--- src/rtl/stage_mem_lsu.sv ---
`default_nettype none
// ============================================================================
//  Module      : stage_mem_lsu
//  Description : Pipelined memory stage between execute and write-back.
//                Issues loads/stores on a req/gnt + rvalid bus with up to
//                DEPTH ops in flight, retires in program order through a
//                completion queue, formats load data, traps misaligned
//                accesses and resolves jumps/branches.
//  Revision    : 1.0 - initial release
// ============================================================================
module stage_mem_lsu #(
    parameter int XLEN  = 32,
    parameter int DEPTH = 4
) (
    input  logic            clk,
    input  logic            reset,
    // execute side
    input  logic            mem_valid,
    input  logic [XLEN-1:0] mem_pc,
    input  logic [XLEN-1:0] mem_data0,
    input  logic [XLEN-1:0] mem_data1,
    input  logic            mem_read,
    input  logic            mem_write,
    input  logic            mem_extend,
    input  logic [1:0]      mem_width,
    input  logic            mem_jmp,
    input  logic            mem_br,
    input  logic            mem_br_inv,
    input  logic [4:0]      mem_rd,
    output logic            mem_stall,
    // data bus
    output logic            req,
    output logic [XLEN-1:0] addr,
    output logic            write,
    output logic [3:0]      be,
    output logic [XLEN-1:0] wdata,
    input  logic            gnt,
    input  logic            rvalid,
    input  logic [XLEN-1:0] rdata,
    // fetch redirect
    output logic            fe_enable,
    output logic            pc_wen,
    output logic [XLEN-1:0] pc,
    // decode bypass
    output logic [4:0]      fwd_rd,
    output logic [XLEN-1:0] fwd_data,
    output logic            fwd_wen,
    // write-back side
    input  logic            wb_stall,
    output logic            wb_valid,
    output logic [XLEN-1:0] wb_pc,
    output logic [4:0]      wb_rd,
    output logic [XLEN-1:0] wb_data,
    output logic            wb_exc
);

    localparam int               c_ptr_w  = (DEPTH > 1) ? $clog2(DEPTH) : 1;
    localparam logic [c_ptr_w:0] c_depth  = (c_ptr_w + 1)'(DEPTH);
    localparam logic [1:0]       c_w_byte = 2'd0;
    localparam logic [1:0]       c_w_half = 2'd1;

    // ------------------------------------------------------------------
    // Completion queue storage
    // ------------------------------------------------------------------
    logic [XLEN-1:0]    r_pc    [DEPTH];
    logic [XLEN-1:0]    r_data  [DEPTH];
    logic [4:0]         r_rd    [DEPTH];
    logic [1:0]         r_width [DEPTH];
    logic [1:0]         r_a     [DEPTH];
    logic [DEPTH-1:0]   r_ext;
    logic [DEPTH-1:0]   r_load;
    logic [DEPTH-1:0]   r_done;
    logic [DEPTH-1:0]   r_exc;
    logic [DEPTH-1:0]   r_pend;     // issued to the bus, response outstanding
    logic [c_ptr_w-1:0] r_head;
    logic [c_ptr_w-1:0] r_tail;
    logic [c_ptr_w:0]   r_count;
    logic               r_after_rst; // stale responses may still arrive

    logic               w_memop;
    logic               w_is_load;
    logic               w_mis;
    logic               w_room;
    logic               w_acc;
    logic               w_retire;
    logic [1:0]         w_a;
    logic               w_has_pend;
    logic [c_ptr_w-1:0] w_resp;
    logic [XLEN-1:0]    w_shift;
    logic [XLEN-1:0]    w_ldata;

    // Decode the presented op and decide whether it is accepted this cycle
    always_comb begin
        w_a       = mem_data0[1:0];
        w_memop   = mem_read | mem_write;
        w_is_load = mem_read & ~mem_write;
        if (mem_width == c_w_byte) begin
            w_mis = 1'b0;
        end else if (mem_width == c_w_half) begin
            w_mis = w_a[0];
        end else begin
            w_mis = (w_a != 2'b00);
        end
        w_mis     = w_mis & w_memop;
        // a full queue blocks even when the head retires this same cycle
        w_room    = (r_count < c_depth);
        w_acc     = ~reset & mem_valid & w_room & (~w_memop | w_mis | gnt);
        mem_stall = mem_valid & ~w_acc;
        req       = ~reset & mem_valid & w_memop & ~w_mis & w_room;
    end

    // Bus address, byte enables and lane-replicated store data
    always_comb begin
        addr  = {mem_data0[XLEN-1:2], 2'b00};
        write = mem_write;
        if (mem_width == c_w_byte) begin
            be    = 4'b0001 << w_a;
            wdata = XLEN'({4{mem_data1[7:0]}});
        end else if (mem_width == c_w_half) begin
            be    = 4'b0011 << w_a;
            wdata = XLEN'({2{mem_data1[15:0]}});
        end else begin
            be    = 4'b1111;
            wdata = mem_data1;
        end
    end

    // Jump/branch resolution and bypass of non-memory results
    always_comb begin
        fe_enable = w_acc & (mem_jmp | mem_br);
        pc_wen    = w_acc & (mem_jmp | (mem_br & (mem_data0[0] ^ mem_br_inv)));
        pc        = mem_data1;
        fwd_wen   = w_acc & ~w_memop;
        fwd_rd    = mem_rd;
        fwd_data  = mem_data0;
    end

    // Locate the oldest live entry still waiting for a bus response
    always_comb begin
        w_has_pend = 1'b0;
        w_resp     = r_head;
        for (int i = DEPTH - 1; i >= 0; i--) begin
            if (((c_ptr_w + 1)'(i) < r_count) && r_pend[r_head + c_ptr_w'(i)]) begin
                w_has_pend = 1'b1;
                w_resp     = r_head + c_ptr_w'(i);
            end
        end
    end

    // Align the returned word to the access offset and extend to XLEN
    always_comb begin
        w_shift = rdata >> {r_a[w_resp], 3'b000};
        if (r_width[w_resp] == c_w_byte) begin
            w_ldata = {{(XLEN-8){r_ext[w_resp] & w_shift[7]}}, w_shift[7:0]};
        end else if (r_width[w_resp] == c_w_half) begin
            w_ldata = {{(XLEN-16){r_ext[w_resp] & w_shift[15]}}, w_shift[15:0]};
        end else begin
            w_ldata = w_shift;
        end
    end

    // Head retirement towards write-back
    always_comb begin
        w_retire = ~reset & (r_count != '0) & r_done[r_head] & ~wb_stall;
        wb_valid = w_retire;
        wb_pc    = r_pc[r_head];
        wb_rd    = r_rd[r_head];
        wb_data  = r_data[r_head];
        wb_exc   = w_retire & r_exc[r_head];
    end

    // Queue control: pointers, occupancy and per-entry status flags
    always_ff @(posedge clk) begin
        if (reset) begin
            r_head      <= '0;
            r_tail      <= '0;
            r_count     <= '0;
            r_done      <= '0;
            r_pend      <= '0;
            r_exc       <= '0;
            r_after_rst <= 1'b1;
        end else begin
            if (w_acc) begin
                r_tail         <= r_tail + c_ptr_w'(1);
                r_done[r_tail] <= ~w_memop | w_mis;
                r_pend[r_tail] <= w_memop & ~w_mis;
                r_exc[r_tail]  <= w_mis;
            end
            if (rvalid && w_has_pend) begin
                r_done[w_resp] <= 1'b1;
                r_pend[w_resp] <= 1'b0;
            end
            if (w_retire) begin
                r_head <= r_head + c_ptr_w'(1);
            end
            r_count <= r_count + (c_ptr_w + 1)'(w_acc) - (c_ptr_w + 1)'(w_retire);
            if (req && gnt) begin
                r_after_rst <= 1'b0;
            end
        end
    end

    // Entry payload: captured at accept, load data filled on response
    always_ff @(posedge clk) begin
        if (!reset) begin
            if (w_acc) begin
                r_pc[r_tail]    <= mem_pc;
                r_rd[r_tail]    <= (w_mis | mem_write) ? 5'd0 : mem_rd;
                r_width[r_tail] <= mem_width;
                r_a[r_tail]     <= w_a;
                r_ext[r_tail]   <= mem_extend;
                r_load[r_tail]  <= w_is_load;
                r_data[r_tail]  <= w_memop ? '0 : mem_data0;
            end
            if (rvalid && w_has_pend && r_load[w_resp]) begin
                r_data[w_resp] <= w_ldata;
            end
        end
    end

    // A response with nothing outstanding is a bus protocol error, except for
    // stragglers from requests issued before the last reset.
    a_rvalid_has_owner : assert property (@(posedge clk) disable iff (reset)
        !(rvalid && !w_has_pend && !r_after_rst));

endmodule
`default_nettype wire
--- config.mk ---
export PLATFORM = sky130hd
export DESIGN_NAME = stage_mem_lsu
export DESIGN_NICKNAME = d
export VERILOG_FILES = /design/src/rtl/stage_mem_lsu.sv
export SDC_FILE = /design/constraint.sdc
export NUM_CORES = 1
export LEC_CHECK = 0
export ABC_AREA = 1
export ABC_CLOCK_PERIOD_IN_PS = 4600
export BUFFER_PORTS_ARGS = -buffer_cell sky130_fd_sc_hd__buf_2
export CAP_MARGIN = 25
export CORE_MARGIN = 4
export CORE_UTILIZATION = 30
export DETAILED_ROUTE_END_ITERATION = 8
export PLACE_DENSITY = 0.5
export SYNTH_ARGS = -nofsm -noshare
export SYNTH_HDL_FRONTEND = slang
export SYNTH_SLANG_ARGS = --single-unit
--- constraint.sdc ---
create_clock -name clk -period 4.6 [get_ports clk]
set_input_delay 0.46 -clock clk [delete_from_list [all_inputs] [get_ports clk]]
set_output_delay 0.46 -clock clk [all_outputs]
set_load 0.03 [all_outputs]
# Yosys cells after proc, flatten, opt, wreduce, memory -nomap -nowiden

Memory sizes are Yosys's and may differ from the RTL's. A register that Yosys moved wholly into a read port is not among the register bits.
Index checks and enable logic that the tools add are counted.

Equal/unequal tests: 2
Reductions and logical operators: 13
Shift operators: 3
Add/subtract/negate cells: 6
Bitwise operators: 36
Multiplexer cells: 61
$lt $le $gt $ge: 13

Operators with widths:

| cell                                                                                 | count |
|---|---|
| 32-bit two-way mux                                                                   | 5 |
| 4-bit two-way mux                                                                    | 8 |
| 32-bit by 5-bit >> shifter with 32-bit output                                        | 1 |
| 1-bit two-way mux                                                                    | 22 |
| 1-bit AND                                                                            | 20 |
| 4-bit bitwise mux                                                                    | 5 |
| 2-bit two-way mux                                                                    | 10 |
| 2-bit by 3-bit less-than comparator with 1-bit output (second input constant)        | 6 |
| 1-bit binary-select mux with 2-bit select                                            | 8 |
| 1-bit logical AND                                                                    | 8 |
| 1-bit by 3-bit less-than comparator with 1-bit output (first input constant)         | 2 |
| 2-bit by 3-bit less-than comparator with 1-bit output (first input constant)         | 2 |
| 1-bit NOT                                                                            | 6 |
| 1-bit OR                                                                             | 6 |
| 5-bit two-way mux                                                                    | 1 |
| 2-bit by 1-bit adder with 2-bit output (second input constant)                       | 2 |
| 2-bit adder (second input constant)                                                  | 2 |
| 4-bit AND                                                                            | 1 |
| 1-bit demux with 2-bit select                                                        | 2 |
| 2-bit by 1-bit equality test with 1-bit output (second input constant)               | 2 |
| 2-bit by 1-bit greater-or-equal comparator with 1-bit output (second input constant) | 2 |
| 2-bit logical NOT                                                                    | 2 |
| 4-bit NOT                                                                            | 1 |
| 4-bit OR                                                                             | 1 |
| 9 further kinds                                                                      | 9 |

Flip-flop bits (word level): 27
Memory bits (writable): 292
Memories: 5
Output and inout bits: 214
Input port bits: 147
Word-level logic and storage cells: 147

Memories:

| name    | depth | bits a word | read ports | clocked after Yosys merged registers in | wr ports | RTL line | RTL |
|---|---|---|---|---|---|---|---|
| r_data  | 4     | 32          | 1          | 1                                       | 2        | 66       | `logic [XLEN-1:0] r_data [DEPTH];` |
| r_pc    | 4     | 32          | 1          | 1                                       | 1        | 65       | `logic [XLEN-1:0] r_pc [DEPTH];` |
| r_rd    | 4     | 5           | 1          | 1                                       | 1        | 67       | `logic [4:0] r_rd [DEPTH];` |
| r_a     | 4     | 2           | 1          | 0                                       | 1        | 69       | `logic [1:0] r_a [DEPTH];` |
| r_width | 4     | 2           | 1          | 0                                       | 1        | 68       | `logic [1:0] r_width [DEPTH];` |

# Logic depth before layout (Yosys ltp)

Gate-level depths: netlist (run 1).

Depth in word-level cells: 15
Depth in mapped cells: 26
Depth with buffers taken out: 23

# Worst setup path after synthesis (run 1)

OpenSTA, ideal clock, no wires.

Path kind: register to register
Start point: register r_count[2]
End point: memory r_data[2][0] (enable)
Library setup time: 389 ps
Data required time: 4211 ps
Buffers on the path: 2
Period minus slack after synthesis: 3390 ps
Stages on the path, launching flop included: 20
Arrival time: 3000 ps
Slack: 1210 ps
Cells stage by stage: dfxtp_1 inv_1 ha_1 a21oi_1 nand3_2 nand3_2 nand2_2 nand2_2 nand2_4 nand2_4 buf_6 nand2_2 inv_1 nand2_1 nand4_1 nand3_2 nor2_4 inv_2 buf_2 nand2_1

RTL lines:

| element                  | RTL line | RTL |
|---|---|---|
| start: declaration       | 77       | `logic [c_ptr_w:0] r_count;` |
| start signal: assignment | 196      | `r_count <= r_count + (c_ptr_w + 1)'(w_acc) - (c_ptr_w + 1)'(w_retire);` |
| end: declaration         | 66       |  |

==> results.sh, run 1 <==
export IMPL_synthDistinctLibCells=38
export IMPL_crit_family="simple AND/OR/NAND/NOR gates"
export IMPL_syn2layout_area_growth_pct=17.5
export IMPL_status="complete, no violations"
export IMPL_fmaxAchievable_mhz=259
export IMPL_cp_start_kind="register"
export IMPL_crit_slowest_cell="dfxtp_1"
export IMPL_setup_ws_ps=738
export IMPL_firstDrtPassIters=5
export IMPL_min_delay_path_class="in2reg"
export IMPL_cts_setup_buffers=0
export IMPL_cp_end_kind="register"
export IMPL_postSynthCellCount=1817
export IMPL_post_drt_wl_per_cell_um=19.0
export IMPL_hold_buffers=0
export IMPL_skew_ps=35.7
export IMPL_final_nets=2202
export IMPL_tritoncts="built"
export IMPL_placed_area_um2=18400
export IMPL_yosysWarnings=0
export IMPL_grt_max_degree=70
export IMPL_async_flop_share=0
export IMPL_fin_util=0.356
export IMPL_power_leakage_nw=8.40
export IMPL_finalInstanceArea_um2=19600
export IMPL_routed_via_count=13451
export IMPL_tightest_slew_ps=982
export IMPL_globalplace_congestion=0.913
export IMPL_via_per_inst=4.77
export IMPL_fillers=5611
export IMPL_synth_edff_count=300
export IMPL_syn_area_per_cell_um2=9.16
export IMPL_reg2reg_slack_ps=740
export IMPL_dieArea_um2=59300
export IMPL_whs_ps=131
export IMPL_clkTransAtPathRegs_ps=60
export IMPL_finalPower_mw=7.13
export IMPL_grtUsageTotal=0.173
export IMPL_cts_resized=0
export IMPL_rsz0062_at_grt="no"
export IMPL_period_share=0.839
export IMPL_slew_violations=0
export IMPL_cts_sinks=321
export IMPL_multi_input_area_um2=5510
export IMPL_wl_mm=53.6
export IMPL_io_buffers=358
export IMPL_hold_depth=1
export IMPL_worstPathMaxFanout=25
export IMPL_worstReg2RegStart="r_head[0]"
export IMPL_holdPathEnd="r_pc[0][19]"
export IMPL_drt_iter0_drc=776
export IMPL_hpwl_mm=36.7
export IMPL_crit_arrival_ps=4160
export IMPL_required_ps=4900
export IMPL_fp_dieW_um=244
export IMPL_setup_tns_ps=0
export IMPL_path_class="reg2reg"
export IMPL_place_inst=2751
export IMPL_clk_latency_ps=550
export IMPL_ff2ff_path_depth=22
export IMPL_dieHeight_um=244
export IMPL_crit_chain="inv_2 -> nand2_2 -> nand2_2 -> nor2_1 -> nor2_2 -> nand2_2 -> nand2_2 -> nand2_2 -> nand2_4 -> nand2_4 -> nand2_1 -> nand3_1 -> nand2_2 -> nand2_1 -> nand3_2 -> nand2_2 -> nor2_4 -> nand2_4 -> buf_4 -> nand2_4 -> nand2_1 -> nand2_1"
export IMPL_ys_seq_area_frac=0.566
export IMPL_min_from="mem_pc[19]"
export IMPL_synth_ff_type="edfxtp_1"
export IMPL_rows=86
export IMPL_ioPinCount=361
export IMPL_synth_area_um2=16600
export IMPL_grt_pass1_vias=12987
export IMPL_drc=0
export IMPL_start_util=0.303
export IMPL_slowest_delay_ps=630
export IMPL_cts_max_level=2
export IMPL_fin_crit_ps=3860
export IMPL_slew_headroom=0.343
export IMPL_ant_nets=0
export IMPL_cts_root_buf="clkbuf_16"
export IMPL_finalSetupViolations=0
export IMPL_ir_drop_mv=0.207
export IMPL_cts_inserted_buffers=36
export IMPL_fp_coreArea_um2=55000
export IMPL_antenna_found_initial=9
export IMPL_hold_viol_final=0
export IMPL_drive_gt1_frac=0.251
export IMPL_crit_top_cell="nand2_2"
export IMPL_place_ws_ps=746
export IMPL_crit_buf_inv=2
export IMPL_cts_path_max_buffers=3
export IMPL_final_cells=2819
export IMPL_gr_total_overflow=0
export IMPL_grt_pass1_wl_mm=79.5
export IMPL_seqCellArea_um2=9430
export IMPL_synth_seq_cells=321
export IMPL_power_density_nw_per_um2=365
export IMPL_drv_cap=0
export IMPL_crit_reg2reg_capture="r_data[3][22]"
## layout by cell type (no fill, tap or decap), drive strengths merged
cell type	count
buf	391
dfxtp	21
o21ai	200
clkbuf	42
nand2	580
clkinv	14
o211ai	11
inv	111
a2111oi	1
diode	6
bufinv	3
xor2	2
nand4	11
o22ai	72
nor4	1
ha	12
o2111ai	3
edfxtp	300
conb	2
fa	1
nand3	52
clkinvlp	2
o311ai	1
nor2	202
o21a	2
nand3b	2
nor3	3
a21oi	20
or2	3
## report_power, final
part	switching, mW	total (mW)	internal, mW	leakage [nW]
combinational	0.743	1.01	0.271	4.90
sequential	0.0252	3.30	3.28	2.94
clock	1.19	2.81	1.62	0.550
## sequential cells by signal (all words and copies together) (netlist names), named ones only
signal   flops
r_count      3
r_width      8
r_a          8
r_data     128
r_rd        20
r_load       4
r_exc        4
r_tail       2
r_ext        4
r_pc       128
r_head       2
r_pend       4
r_done       4
## synthesized netlist by cell type, types with 8 or more instances
| library cell | count | share of area |
|---|---|---|
| nand2_1 | 538 | 0.12 |
| edfxtp_1 | 300 | 0.54 |
| nor2_1 | 196 | 0.044 |
| o21ai_0 | 176 | 0.053 |
| buf_4 | 112 | 0.051 |
| inv_1 | 99 | 0.022 |
| o22ai_1 | 72 | 0.027 |
| clkbuf_1 | 54 | 0.012 |
| nand3_1 | 43 | 0.013 |
| buf_2 | 34 | 0.010 |
| o21ai_1 | 24 | 0.0072 |
| nand2_4 | 23 | 0.016 |
| dfxtp_1 | 21 | 0.025 |
| a21oi_1 | 20 | 0.0060 |
| nand2_2 | 19 | 0.0071 |
| ha_1 | 12 | 0.0090 |
| nand4_1 | 11 | 0.0041 |
| o211ai_1 | 11 | 0.0050 |
| inv_2 | 9 | 0.0020 |
| nand3_2 | 8 | 0.0048 |
## cell families after synthesis
logic type	after synthesis	share of synthesized area
AOI/OAI and AO/OA	310	0.102
xor gates and xnor gates	2	0.00105
adders and majority gates	13	0.0102
buffers and inverters	316	0.103
DFF	321	0.566
other	1	0.000225
and+or+nand+nor	854	0.218
## worst max-delay path by stage
stage          cells after the start         start       endpoint
4_1_cts                           22     r_head[0]  r_data[3][22]
6_report                          22     r_head[0]  r_data[3][22]
3_3_place_gp                      12  mem_width[1]       r_ext[3]
5_1_grt                           22     r_head[0]  r_data[3][28]
2_1_floorplan                     19    r_count[2]   r_data[2][0]
3_5_place_dp                      12  mem_width[1]      r_a[3][0]
## layout make-up
type | count | area share
Sequential cell | 321 | 0.483
Multi-Input combinational cell | 1181 | 0.282
Timing Repair Buffer | 391 | 0.107
Tap cell | 748 | 0.0479
Clock buffer | 42 | 0.0472
Inverter | 111 | 0.0217
Clock inverter | 19 | 0.0112
Antenna cell | 6 | 0.000768
## metal layers
layer  vias up  global-route usage  wire (µm)
met1      6381               0.219      22200
met3        79              0.0401       4410
met5         -                   0         29
li1       6430                   -          -
met4         6              0.0522       1570
met2       555               0.295      25400
No activity file was read; power rests on OpenSTA's default activity.
==> run 2: changes to the inputs <==
--- a/config.mk
+++ b/config.mk
@@ -6,7 +6,7 @@
 export NUM_CORES = 1
 export LEC_CHECK = 0
 export ABC_AREA = 1
-export ABC_CLOCK_PERIOD_IN_PS = 4600
+export ABC_CLOCK_PERIOD_IN_PS = 4019
 export BUFFER_PORTS_ARGS = -buffer_cell sky130_fd_sc_hd__buf_2
 export CAP_MARGIN = 25
 export CORE_MARGIN = 4
==> constraint.sdc (replaced) <==
create_clock -name clk -period 4.02 [get_ports clk]
set_input_delay 0.402 -clock clk [delete_from_list [all_inputs] [get_ports clk]]
set_output_delay 0.402 -clock clk [all_outputs]
set_load 0.03 [all_outputs]
==> run 2 against run 1 <==
  * Clock power grew 22%
  * Largest cell class unchanged
  * Die area stayed put
  * Critical path depth shrank 2
  * Non-clock buffer count grew 14
  * Utilization grew 0.58 points
  * Register-to-register slack got worse by 140 ps
  * Hold slack worse by 61 ps
  * Cell area grew 1.6%
  * Fmax grew 13%
  * Setup slack worse by 140 ps
==> results.sh, run 2 (synthesis results as in run 1) <==
export IMPL_power_density_nw_per_um2=423
export IMPL_min_delay_path_class="in2reg"
export IMPL_finalSetupViolations=0
export IMPL_tightest_slew_ps=887
export IMPL_min_from="mem_pc[17]"
export IMPL_period_share=0.851
export IMPL_tritoncts="built"
export IMPL_grt_pass1_wl_mm=80.0
export IMPL_cp_start_kind="register"
export IMPL_drt_iter0_drc=815
export IMPL_top_regs="r_data x128, r_pc x128, r_rd x20"
export IMPL_required_ps=4310
export IMPL_firstDrtPassIters=5
export IMPL_worstPathMaxFanout=15
export IMPL_crit_end="r_data[3][8]"
export IMPL_finalInstanceArea_um2=19900
export IMPL_rsz0062_at_grt="no"
export IMPL_setup_ws_ps=601
export IMPL_hold_viol_final=0
export IMPL_slew_violations=0
export IMPL_grt_pass1_vias=13145
export IMPL_drv_cap=0
export IMPL_post_drt_wl_per_cell_um=19.1
export IMPL_clk_latency_ps=550
export IMPL_clkTransAtPathRegs_ps=60
export IMPL_ir_drop_mv=0.268
export IMPL_crit_reg2reg_capture="r_data[3][8]"
export IMPL_via_per_inst=4.74
export IMPL_startpoint="r_count[2]"
export IMPL_antenna_found_initial=3
export IMPL_status="complete, no violations"
export IMPL_cp_end_kind="register"
export IMPL_fin_crit_ps=3420
export IMPL_ff2ff_path_depth=20
export IMPL_rows=86
export IMPL_setup_tns_ps=0
export IMPL_syn2layout_area_growth_pct=19.4
export IMPL_dieArea_um2=59300
export IMPL_dieHeight_um=244
export IMPL_globalplace_congestion=0.963
export IMPL_fp_dieW_um=244
export IMPL_cts_inserted_buffers=38
export IMPL_reg2reg_slack_ps=600
export IMPL_cts_max_level=2
export IMPL_drive_gt1_frac=0.258
export IMPL_hold_depth=1
export IMPL_cts_setup_buffers=0
export IMPL_final_common_cell="nand2_1"
export IMPL_cts_resized=0
export IMPL_place_ws_ps=604
export IMPL_drc=0
export IMPL_power_leakage_nw=8.56
export IMPL_start_util=0.303
export IMPL_cts_root_buf="clkbuf_16"
export IMPL_routed_via_count=13444
export IMPL_cts_sinks=321
export IMPL_cts_path_max_buffers=3
export IMPL_crit_arrival_ps=3710
export IMPL_wl_mm=54.2
export IMPL_fp_coreArea_um2=55000
export IMPL_ant_nets=0
export IMPL_worstReg2RegStart="r_count[2]"
export IMPL_io_buffers=358
export IMPL_path_class="reg2reg"
export IMPL_gr_total_overflow=0
export IMPL_hpwl_mm=36.7
export IMPL_grtUsageTotal=0.176
export IMPL_fmaxAchievable_mhz=292
export IMPL_placed_area_um2=18600
export IMPL_hold_buffers=0
export IMPL_final_nets=2218
export IMPL_slew_headroom=0.407
export IMPL_grt_max_degree=93
export IMPL_final_cell_mix="538 x nand2_1, 358 x buf_2, 300 x edfxtp_1"
export IMPL_ioPinCount=361
export IMPL_skew_ps=18.6
[run 2: cell types whose count changed in the layout (fill, tap and decap cells not counted), moves of 2 or more]
cell,before,now
buf_4,29,34
clkinv_4,0,2
clkbuf_16,36,40
inv_6,0,3
clkbuf_1,6,8
buf_12,4,12
[run 2: layer usage]
metal | global-route usage | routed length, µm | part of all wire
met1 | 0.221 | 22700 | 0.42
met2 | 0.311 | 26600 | 0.49
met3 | 0.0383 | 3630 | 0.067
met4 | 0.0447 | 1260 | 0.023
met5 | 0 | 0 | 0
[run 2: power by group]
part           switching, mW  internal [mW]  total (mW)
logic                  0.866          0.330        1.20
registers             0.0273           3.75        3.78
clock network           1.38           2.04        3.42
[run 2: area by class of cell]
cell class	instances	area, µm²
Antenna cell	5	12.5
Clock buffer	49	1040
Clock inverter	19	195
Fill cell	5586	35100
Inverter	111	425
Multi-Input combinational cell	1181	5510
Sequential cell	321	9430
Tap cell	748	936
Timing Repair Buffer	405	2310
[run 2: how the worst min path moves through the flow]
| stage | to | slack, ps |
|---|---|---|
| after global routing | r_pc[1][28] | 40 |
| final | r_pc[3][17] | 70 |
| after floorplan | r_exc[2] | 430 |
| after CTS | r_pc[3][17] | 30 |
| after detailed placement | r_exc[2] | 480 |
| after global placement | r_exc[1] | 480 |
[run 2: critical path, stage by stage (launching register included)]
cell and delay (ps):
dfxtp_1 460, inv_1 110, ha_1 230, a21oi_1 240, nand3_2 150, nand3_2 90, nand2_2 90, nand3_4 120
nand2_4 130, nand2_1 90, nand2_1 50, nand2_1 50, nand2_1 120, inv_1 130, nand3_2 80, nand2_2 170
nor2_4 50, nand2_4 280, nand2_1 300, nand2_1 140, nand2_1 60
[run 2: through the flow]
stage,utilization,hold WS (ps),cells,power (mW)
floorplan,-,430,1818,4.65
global placement,0.338,484,2765,5.04
detailed placement,0.338,482,2765,5.05
CTS,0.361,26.8,2833,8.50
global route,0.361,42.1,2836,8.75
finish,0.361,70.2,2839,8.40
==> run 3: changes to the inputs <==
--- a/config.mk
+++ b/config.mk
@@ -6,13 +6,15 @@
 export NUM_CORES = 1
 export LEC_CHECK = 0
 export ABC_AREA = 1
-export ABC_CLOCK_PERIOD_IN_PS = 4019
+export ABC_CLOCK_PERIOD_IN_PS = 2900
 export BUFFER_PORTS_ARGS = -buffer_cell sky130_fd_sc_hd__buf_2
 export CAP_MARGIN = 25
+export CORE_ASPECT_RATIO = 1.2
 export CORE_MARGIN = 4
 export CORE_UTILIZATION = 30
+export CTS_CLUSTER_SIZE = 30
 export DETAILED_ROUTE_END_ITERATION = 8
-export PLACE_DENSITY = 0.5
+export PLACE_DENSITY = 0.52
 export SYNTH_ARGS = -nofsm -noshare
 export SYNTH_HDL_FRONTEND = slang
 export SYNTH_SLANG_ARGS = --single-unit
==> constraint.sdc (replaced) <==
create_clock -name clk -period 2.9 [get_ports clk]
set_input_delay 0.29 -clock clk [delete_from_list [all_inputs] [get_ports clk]]
set_output_delay 0.29 -clock clk [all_outputs]
set_load 0.03 [all_outputs]
==> run 3 against run 2 <==
  * Clock power increased by 30%
  * Sequential cell count unchanged
  * Global-route usage decreased by 0.18 points
  * Critical endpoint is now r_data[0][17]
  * Critical path type unchanged
  * Cell area increased by 7.1%
  * Critical path depth increased by 2
  * Utilization increased by 2.6 points
  * Hold slack improved by 11 ps
  * Sequential share of layout area decreased by 3.1 points
==> results.sh, run 3 (synthesis results as in run 1) <==
export IMPL_post_drt_wl_per_cell_um=18.7
export IMPL_final_common_cell="nand2_1"
export IMPL_multi_input_area_um2=5800
export IMPL_hold_viol_final=0
export IMPL_diodes=0
export IMPL_dieArea_um2=59300
export IMPL_via_per_inst=4.82
export IMPL_cts_root_buf="clkbuf_16"
export IMPL_final_cells=2915
export IMPL_wl_mm=54.5
export IMPL_skew_ps=28.0
export IMPL_routed_via_count=14052
export IMPL_pwr_share_seq=0.455
export IMPL_power_density_nw_per_um2=540
export IMPL_clk_latency_ps=550
export IMPL_rows=94
export IMPL_top_regs="r_data x128, r_pc x128, r_rd x20"
export IMPL_slew_headroom=0.629
export IMPL_cts_sinks=321
export IMPL_final_cell_mix="515 x nand2_1, 358 x buf_2, 300 x edfxtp_1"
export IMPL_grt_pass1_vias=13622
export IMPL_grt_pass1_wl_mm=80.9
export IMPL_power_leakage_nw=9.22
export IMPL_fmaxAchievable_mhz=355
export IMPL_dieHeight_um=266
export IMPL_worstPathMaxFanout=8
export IMPL_status="complete, no violations"
export IMPL_ant_nets=0
export IMPL_syn2layout_area_growth_pct=27.8
export IMPL_final_nets=2329
export IMPL_gr_total_overflow=0
export IMPL_setup_tns_ps=0
export IMPL_fp_coreArea_um2=54900
export IMPL_rsz0062_at_grt="yes"
export IMPL_power_internal_mw=8.36
export IMPL_fillers=5494
export IMPL_crit_top_cell="nand2_4"
export IMPL_drive_gt1_frac=0.299
export IMPL_drv_cap=0
export IMPL_finalSetupViolations=0
export IMPL_period_share=0.970
export IMPL_cts_path_max_buffers=3
export IMPL_cp_start_kind="register"
export IMPL_ioPinCount=361
export IMPL_tightest_slew_ps=556
export IMPL_clkTransAtPathRegs_ps=60
export IMPL_drc=0
export IMPL_crit_arrival_ps=3210
export IMPL_path_class="reg2reg"
export IMPL_crit_slowest_cell="dfxtp_4"
export IMPL_hpwl_mm=37.1
export IMPL_crit_chain="inv_6 -> nand2_4 -> nand2_4 -> nor2_4 -> nor2_4 -> nand2_4 -> nand3_1 -> nand2_1 -> nand2_2 -> nand2_4 -> inv_4 -> buf_4 -> nand2_2 -> nand2_4 -> buf_12 -> o21ai_0 -> nand3_1 -> nand2_1 -> nand2_1 -> nand2_4 -> nand2_1 -> nand2_1"
export IMPL_swShare=0.273
export IMPL_cts_inserted_buffers=36
export IMPL_globalplace_congestion=0.880
export IMPL_p_sw_mw=3.14
export IMPL_crit_family="simple AND/OR/NAND/NOR gates"
export IMPL_drt_iter0_drc=1081
export IMPL_start_util=0.303
export IMPL_setup_ws_ps=86.9
export IMPL_antenna_found_initial=0
export IMPL_grt_max_degree=104
export IMPL_tritoncts="built"
export IMPL_whs_ps=81.5
export IMPL_io_buffers=358
export IMPL_cts_max_level=2
export IMPL_cp_end_kind="register"
export IMPL_combPwrFrac=0.159
export IMPL_clock_power_share=0.386
export IMPL_crit_buf_inv=4
export IMPL_fp_dieW_um=223
export IMPL_seqCellArea_um2=9440
export IMPL_min_delay_path_class="in2reg"
export IMPL_required_ps=3300
export IMPL_slew_violations=0
export IMPL_firstDrtPassIters=5
export IMPL_fin_crit_ps=2810
export IMPL_grtUsageTotal=0.175
export IMPL_place_inst=2802
export IMPL_ir_drop_mv=0.317
export IMPL_slowest_delay_ps=410
export IMPL_place_ws_ps=-155
run 3: cell types whose count changed in the layout (fill, tap and decap cells not counted), moves of 5 or more:
cell and delta:
buf_12 +20, buf_4 +42, buf_6 +13, diode_2 -5, dlygate4sd3_1 +33, nand2_1 -23
nand2_2 +12, nand2_4 +9, nand3_1 -7, nor2_4 +5
run 3: area by class of cell:
| class | count | area share |
|---|---|---|
| clock inverter | 20 | 0.00759 |
| timing repair buffer | 515 | 0.167 |
| sequential | 321 | 0.444 |
| tap | 720 | 0.0423 |
| clock buffer | 44 | 0.0457 |
| inverter | 111 | 0.0206 |
| timing repair inverter | 1 | 0.000235 |
| multi-input combinational | 1183 | 0.273 |
run 3: path summary, 6_finish.rpt:
check	startpoint	end	slack, ps	cells after the start
hold / removal	reset	r_count[0]	80	2
setup reg to reg	r_head[0]	r_data[0][17]	90	22
setup / recovery	r_head[0]	r_data[0][17]	90	22
hold reg to reg	r_exc[2]	r_exc[2]	460	2
run 3: power by group through the flow:
stage / clock [mW] / sequential (mW) / combinational, mW
2_1_floorplan: 0 / 5.33 / 1.12
5_1_grt: 4.75 / 5.24 / 1.97
3_3_place_gp: 0 / 5.33 / 1.73
3_5_place_dp: 0 / 5.33 / 1.75
6_report: 4.44 / 5.24 / 1.82
4_1_cts: 4.55 / 5.24 / 1.80
run 3: worst reg2reg max path, stage by stage (launching register included):
cell     delay [ps]
dfxtp_4         410
inv_6            60
nand2_4          80
nand2_4          60
nor2_4          120
nor2_4           60
nand2_4          90
nand3_1          70
nand2_1          90
nand2_2          80
nand2_4         140
inv_4            70
buf_4           140
nand2_2          70
nand2_4          80
buf_12          140
o21ai_0         340
nand3_1         130
nand2_1         100
nand2_1         110
nand2_4         100
nand2_1          50
nand2_1          60
run 3: layer usage:
layer  share of wire  GRT usage  up-vias
met5               0          0        -
met4           0.022     0.0477        0
met3           0.075     0.0295       82
met2            0.49      0.300      547
met1            0.42      0.229     6724
li1                -          -     6699
run 3: what timing repair did:
item | in CTS | in global routing
setup endpoints to repair | 89 | 254
pin swaps | 0 | 26
gates resized for setup | 7 | 81
hold buffers | 33 | 0
endpoints found under the hold margin | 132 | 0
cloned | 0 | 6
buffers inserted | 0 | 10
run 3: stage by stage:
| step | instance area [µm²] | utilization | total power [mW] |
|---|---|---|---|
| 2_1_floorplan | 16700 | - | 6.44 |
| 5_1_grt | 21300 | 0.387 | 12.0 |
| 3_3_place_gp | 19300 | 0.352 | 7.06 |
| 4_1_cts | 20800 | 0.379 | 11.6 |
| 6_report | 21300 | 0.387 | 11.5 |
| 3_5_place_dp | 19300 | 0.352 | 7.08 |
